$ cat config.mk
export PLATFORM = sky130hd
export DESIGN_NAME = psum_col_accum
export DESIGN_NICKNAME = d
export VERILOG_FILES = /design/src/rtl/psum_pkg.sv /design/src/rtl/sync_fifo.sv /design/src/rtl/psum_col_accum.sv
export SDC_FILE = /design/constraint.sdc
export NUM_CORES = 1
export LEC_CHECK = 0
export CAP_MARGIN = 10
export CORE_UTILIZATION = 60
export DETAILED_ROUTE_END_ITERATION = 12
export PLACE_DENSITY = 0.78
export SKIP_LAST_GASP = 1
export SLEW_MARGIN = 10
export SYNTH_ARGS = -nofsm -noshare
export SYNTH_HDL_FRONTEND = slang
export SYNTH_SLANG_ARGS = --single-unit
export TNS_END_PERCENT = 30
$ cat constraint.sdc
create_clock -name clk -period 5.6 [get_ports clk]
set_input_delay 0.56 -clock clk [delete_from_list [all_inputs] [get_ports clk]]
set_output_delay 0.56 -clock clk [all_outputs]
set_load 0.03 [all_outputs]
$ cat src/rtl/psum_pkg.sv
// Shared types and helpers for the column psum accumulator.
package psum_pkg;

    localparam int PSUM_W         = 20;
    localparam int ACC_W          = 24;
    localparam int ACC_DEPTH      = 16;
    localparam int RES_FIFO_DEPTH = 4;
    localparam int IDX_W          = $clog2(ACC_DEPTH);

    typedef logic signed [ACC_W-1:0] acc_t;
    typedef logic [IDX_W-1:0]        idx_t;

    // One finished column result, as queued towards the output buffer.
    typedef struct packed {
        acc_t data;
        idx_t idx;
    } res_t;

    // Saturating-add result: clamped sum plus a flag telling whether it clamped.
    typedef struct packed {
        acc_t sum;
        logic sat;
    } sat_t;

    // Signed add clamped to the acc_t range; overflow shows as a mismatch between
    // the two top bits of the one-bit-wider sum.
    function automatic sat_t sat_add(input acc_t a, input acc_t b);
        logic signed [ACC_W:0] wide;
        sat_t                  r;
        wide  = {a[ACC_W-1], a} + {b[ACC_W-1], b};
        r.sat = (wide[ACC_W] != wide[ACC_W-1]);
        if (!r.sat)
            r.sum = wide[ACC_W-1:0];
        else if (wide[ACC_W])
            r.sum = {1'b1, {(ACC_W-1){1'b0}}};
        else
            r.sum = {1'b0, {(ACC_W-1){1'b1}}};
        return r;
    endfunction

endpackage

$ cat src/rtl/sync_fifo.sv
// Small pointer-based synchronous FIFO; a push into a full FIFO is accepted
// when a pop happens in the same cycle.
module sync_fifo
    import psum_pkg::*;
#(
    parameter type T     = res_t,
    parameter int  DEPTH = RES_FIFO_DEPTH
) (
    input  logic clk,
    input  logic rst_n,
    input  logic clear,
    input  logic push,
    input  logic pop,
    input  T     din,
    output T     dout,
    output logic full,
    output logic empty
);

    localparam int PW = $clog2(DEPTH);

    T              mem [DEPTH];
    logic [PW-1:0] wr_ptr;
    logic [PW-1:0] rd_ptr;
    logic [PW:0]   count;
    logic          do_push;
    logic          do_pop;

    assign empty   = (count == '0);
    assign full    = (count == (PW+1)'(DEPTH));
    assign do_pop  = pop && !empty;
    assign do_push = push && (!full || do_pop);
    assign dout    = mem[rd_ptr];

    // Pointer and occupancy bookkeeping; clear empties the FIFO without touching storage.
    always_ff @(posedge clk or negedge rst_n) begin
        if (!rst_n) begin
            wr_ptr <= '0;
            rd_ptr <= '0;
            count  <= '0;
        end else if (clear) begin
            wr_ptr <= '0;
            rd_ptr <= '0;
            count  <= '0;
        end else begin
            // NOTE: state registers use non-blocking assignments so every block samples pre-edge values.
            if (do_push) wr_ptr <= wr_ptr + 1'b1;
            if (do_pop)  rd_ptr <= rd_ptr + 1'b1;
            unique case ({do_push, do_pop})
                2'b10:   count <= count + 1'b1;
                2'b01:   count <= count - 1'b1;
                default: count <= count;
            endcase
        end
    end

    // Entry storage, written at the tail on every accepted push.
    always_ff @(posedge clk or negedge rst_n) begin
        if (!rst_n) begin
            // NOTE: storage is reset here because the head word is visible on the outputs right after reset.
            for (int i = 0; i < DEPTH; i++) mem[i] <= '0;
        end else if (do_push) begin
            mem[wr_ptr] <= din;
        end
    end

endmodule

$ cat src/rtl/psum_col_accum.sv
// Column-edge psum accumulator: sums K-tile passes per output point and queues
// finished sums for the output buffer.
module psum_col_accum
    import psum_pkg::*;
#(
    parameter int P_WIDTH    = PSUM_W,
    parameter int A_WIDTH    = ACC_W,
    parameter int DEPTH      = ACC_DEPTH,
    parameter int FIFO_DEPTH = RES_FIFO_DEPTH
) (
    input  logic                     clk,
    input  logic                     rst_n,
    input  logic                     flush,
    input  logic                     in_valid,
    input  logic [P_WIDTH-1:0]       in_psum,
    input  logic                     in_first,
    input  logic                     in_last,
    output logic                     out_valid,
    input  logic                     out_ready,
    output logic [A_WIDTH-1:0]       out_data,
    output logic [$clog2(DEPTH)-1:0] out_idx,
    output logic                     err_drop,
    output logic                     err_sat
);

    idx_t idx;
    acc_t acc [DEPTH];
    acc_t ext_psum;
    acc_t new_val;
    sat_t sum_res;
    logic beat;
    logic sat_hit;
    logic push;
    logic pop;
    logic fifo_full;
    logic fifo_empty;
    res_t head;

    // A beat arriving together with flush is discarded along with the rest of the tile state.
    assign beat     = in_valid && !flush;
    assign ext_psum = acc_t'($signed(in_psum));
    assign push     = beat && in_last;
    assign pop      = out_valid && out_ready;

    // Next accumulator value: first pass overwrites, later passes saturate-add.
    always_comb begin
        // NOTE: every always_comb output gets a value on every path, so no latch is inferred.
        sum_res = sat_add(acc[idx], ext_psum);
        new_val = in_first ? ext_psum : sum_res.sum;
        sat_hit = beat && !in_first && sum_res.sat;
    end

    // Output-point index: one step per accepted beat, wrapping at the tile size.
    always_ff @(posedge clk or negedge rst_n) begin
        if (!rst_n)     idx <= '0;
        else if (flush) idx <= '0;
        else if (beat)  idx <= idx + 1'b1;
    end

    // Accumulator array; flush leaves the partial sums in place.
    always_ff @(posedge clk or negedge rst_n) begin
        if (!rst_n) begin
            for (int i = 0; i < DEPTH; i++) acc[i] <= '0;
        end else if (beat) begin
            acc[idx] <= new_val;
        end
    end

    // Sticky error flags, cleared only by reset or flush.
    always_ff @(posedge clk or negedge rst_n) begin
        if (!rst_n) begin
            err_sat  <= 1'b0;
            err_drop <= 1'b0;
        end else if (flush) begin
            err_sat  <= 1'b0;
            err_drop <= 1'b0;
        end else begin
            err_sat  <= err_sat | sat_hit;
            err_drop <= err_drop | (push && fifo_full && !pop);
        end
    end

    sync_fifo #(
        .T     (res_t),
        .DEPTH (FIFO_DEPTH)
    ) u_fifo (
        .clk   (clk),
        .rst_n (rst_n),
        .clear (flush),
        .push  (push),
        .pop   (pop),
        .din   ('{data: new_val, idx: idx}),
        .dout  (head),
        .full  (fifo_full),
        .empty (fifo_empty)
    );

    assign out_valid = !fifo_empty;
    assign out_data  = head.data;
    assign out_idx   = head.idx;

endmodule

==> metrics.cfg <==
[die]
core_um2 = 39000
ios = 58
die_h_um = 202
fp.dieW_um = 202
initial_core_util_pct = 61.3
num_rows = 72
dieArea_um2 = 40600

[sta]
worst_slack_ps = 193
grt_setup_unrepaired = no
fin_crit_sh_pct = 96.6
slew_headroom_pct = 18.4
finalSetupViolations = 0
fin_skew_ps = 21.7
period_minus_slack_ps = 5410
fmax_ghz = 0.185
final_hold_viol_count = 0
finalMaxSlewViolations = 0
max_slew.worst_pin.slew_ps = 1220
fin_setup_tns_ps = 0

[detailed_routing]
route.vias.total = 17900
drt_wl_total_mm = 62.8
drt-vias-per-instance = 6.49
avgRoutedWirePerCell_um = 22.7
dr.pass1.iters = 7
drtIter0Drc = 1871
ant_nets = 0
drc_errors = 0

[synth]
synth_nets = 2286
ys_seq_area_share_pct = 53.3
synth_compound_area_share_pct = 14.7
yosysTopAreaCellShare_pct = 53.3
synth_seq_cells = 509
yosys_warnings = 0
synth_xor_area_share_pct = 1.03
synthTopCellsByArea = dfrtp_1 (53%), mux4_2 (14%), o21ai_0 (8.1%), nand2_1 (7.9%), clkbuf_1 (2.0%)
avgSynthCellArea_um2 = 10.7
async_flop_share_pct = 100
postSynthCellCount = 2225
synth_commonest_cells = dfrtp_1 (509), nand2_1 (504), o21ai_0 (389)
synth_cell_types = 59
synth_top_family_by_area = compound AO/OA/AOI/OAI gates
synthAdderAreaFrac_pct = 1.89
yosysTopAreaCell = dfrtp_1
yosys.area_share.simple_pct = 11.3
yosysMostFrequentCell = dfrtp_1
syn-cell-area_um2 = 23900
synth-edff-count = 0
synth-main-ff-cell = dfrtp_1
muxShareOfSynthArea_pct = 14.1

[clocking]
root_buffer = clkbuf_16
cts-buffers-inserted = 51
clockBufferDepth = 3
cts.sinks = 509
htreeDepth = 2
cts_setup_buffers = 0
path_clk_slew_ps = 60
cts_tree = done
hold_buffers = 0
insertion_delay_ps = 600

[grt]
grt.total_usage_pct = 32.3
grt_pass1_vias = 18300
antenna_found_initial = 0
grt_max_degree = 157
grt_pass1_wl_mm = 101
globalRouteOverflowTotal = 0

[setup_path]
critPathLaunchType = flip-flop
rrSetupSlack_ps = 190
cp-end-kind = flip-flop
cp_data_required_time_ps = 6070
cp_data_arrival_time_ps = 5880
reg2reg_from = idx[1]
crit_start = idx[1]
crit_type = flip-flop to flip-flop
path_max_fanout = 50

[job]
drv_cap = 0

[layout]
layout.nets = 2269
area_growth_pct = 11.7
diodes = 0
layout-drive-gt1-share_pct = 15.1

[placed_design]
dp_hpwl_mm = 40.6
place_ws_ps = 280
portBuffers = 57
gp_congestion = 0.916

[hold_path]
hold_class = input port to asynchronous set/reset pin

[power]
powerDensity_nw_per_um2 = 462
ir_drop_mv = 0.236
leakagePower_nw = 11.6

[outcome]
status = finished clean

stage by stage:
stage	cell area, um2	hold slack [ps]	utilization, %	cells	power [mW]
3_5_place_dp	25000	457	64.1	2673	8.84
3_3_place_gp	25000	454	64.1	2673	8.68
2_1_floorplan	23900	264	-	2225	7.43
5_1_grt	26700	109	68.5	2763	12.9
6_report	26700	9.42	68.5	2763	12.3
4_1_cts	26700	77.8	68.5	2763	12.3
critical path, cell delays in order, from the launching register on:
cell and delay, ps:
dfrtp_4 960, buf_4 420, mux4_2 340, mux4_2 530, ha_1 420, and4_1 300
nand3_1 150, a211oi_1 430, a211oi_1 200, a21oi_1 190, mux2_2 650, a211oi_2 90
buf_4 260, o31ai_1 300
per-layer routing:
metal / part of all wire (%) / vias to the layer above / GRT usage, %
met5: 0 / - / 0
met4: 3.4 / 0 / 12.2
met3: 7.5 / 145 / 5.72
met2: 49 / 761 / 53.0
met1: 40 / 9146 / 43.4
li1: - / 7867 / -
logic make-up (layout without fill, tap and decap cells):
group           after synthesis  after routing
mux                         152            152
fa+ha+maj                    35             35
flops                       509            509
simple gates                678            678
compound gates              611            611
xor+xnor                     28             28
buf+inv                     212            232
sequential cells by signal (all words and copies together), names as in the netlist:
name,cells
err_drop,1
acc,384
idx,4
u_fifo.rd_ptr,2
err_sat,1
u_fifo.count,3
u_fifo.wr_ptr,2
u_fifo.mem,112
timing repair:
action                     in CTS  in global routing
setup endpoints to repair       0                 20
hold endpoints to repair        0                  0
gates resized for setup         0                  1
cell type report:
type,instances,area [um2]
clock buffers,78,1540
clock inverters,12,161
fillers,2710,12300
inverters,13,48.8
multi-input cells,1504,10400
flip-flops and latches,509,12700
well taps,518,648
repair buffers,129,1170
worst paths after layout:
kind	end	cells past startpoint
min reg2reg	u_fifo.mem[17]	2
min	u_fifo.mem[97]	1
min in group clk	u_fifo.mem[17]	2
max	acc[41]	13
max in group asynchronous	acc[194]	2
max reg2reg	acc[41]	13
power breakdown:
group	leakage (nW)	switching (mW)	internal, mW
Sequential	6.88	0.370	4.24
Combinational	3.83	2.62	1.65
Clock	0.840	1.44	2.02
placed cells by master (no fill, tap or decap), types with 24 or more instances in the layout:
cell type,synthesis,routed
a21oi_1,24,24
o31ai_1,55,40
clkdlybuf4s50_1,0,55
a31oi_1,66,66
ha_1,32,32
dfrtp_1,509,504
mux4_2,148,148
clkbuf_16,0,51
nand2_1,504,504
o21ai_0,389,388
nor2_1,97,97
buf_4,1,67
Note: power is estimated with default switching activity, not from simulation.
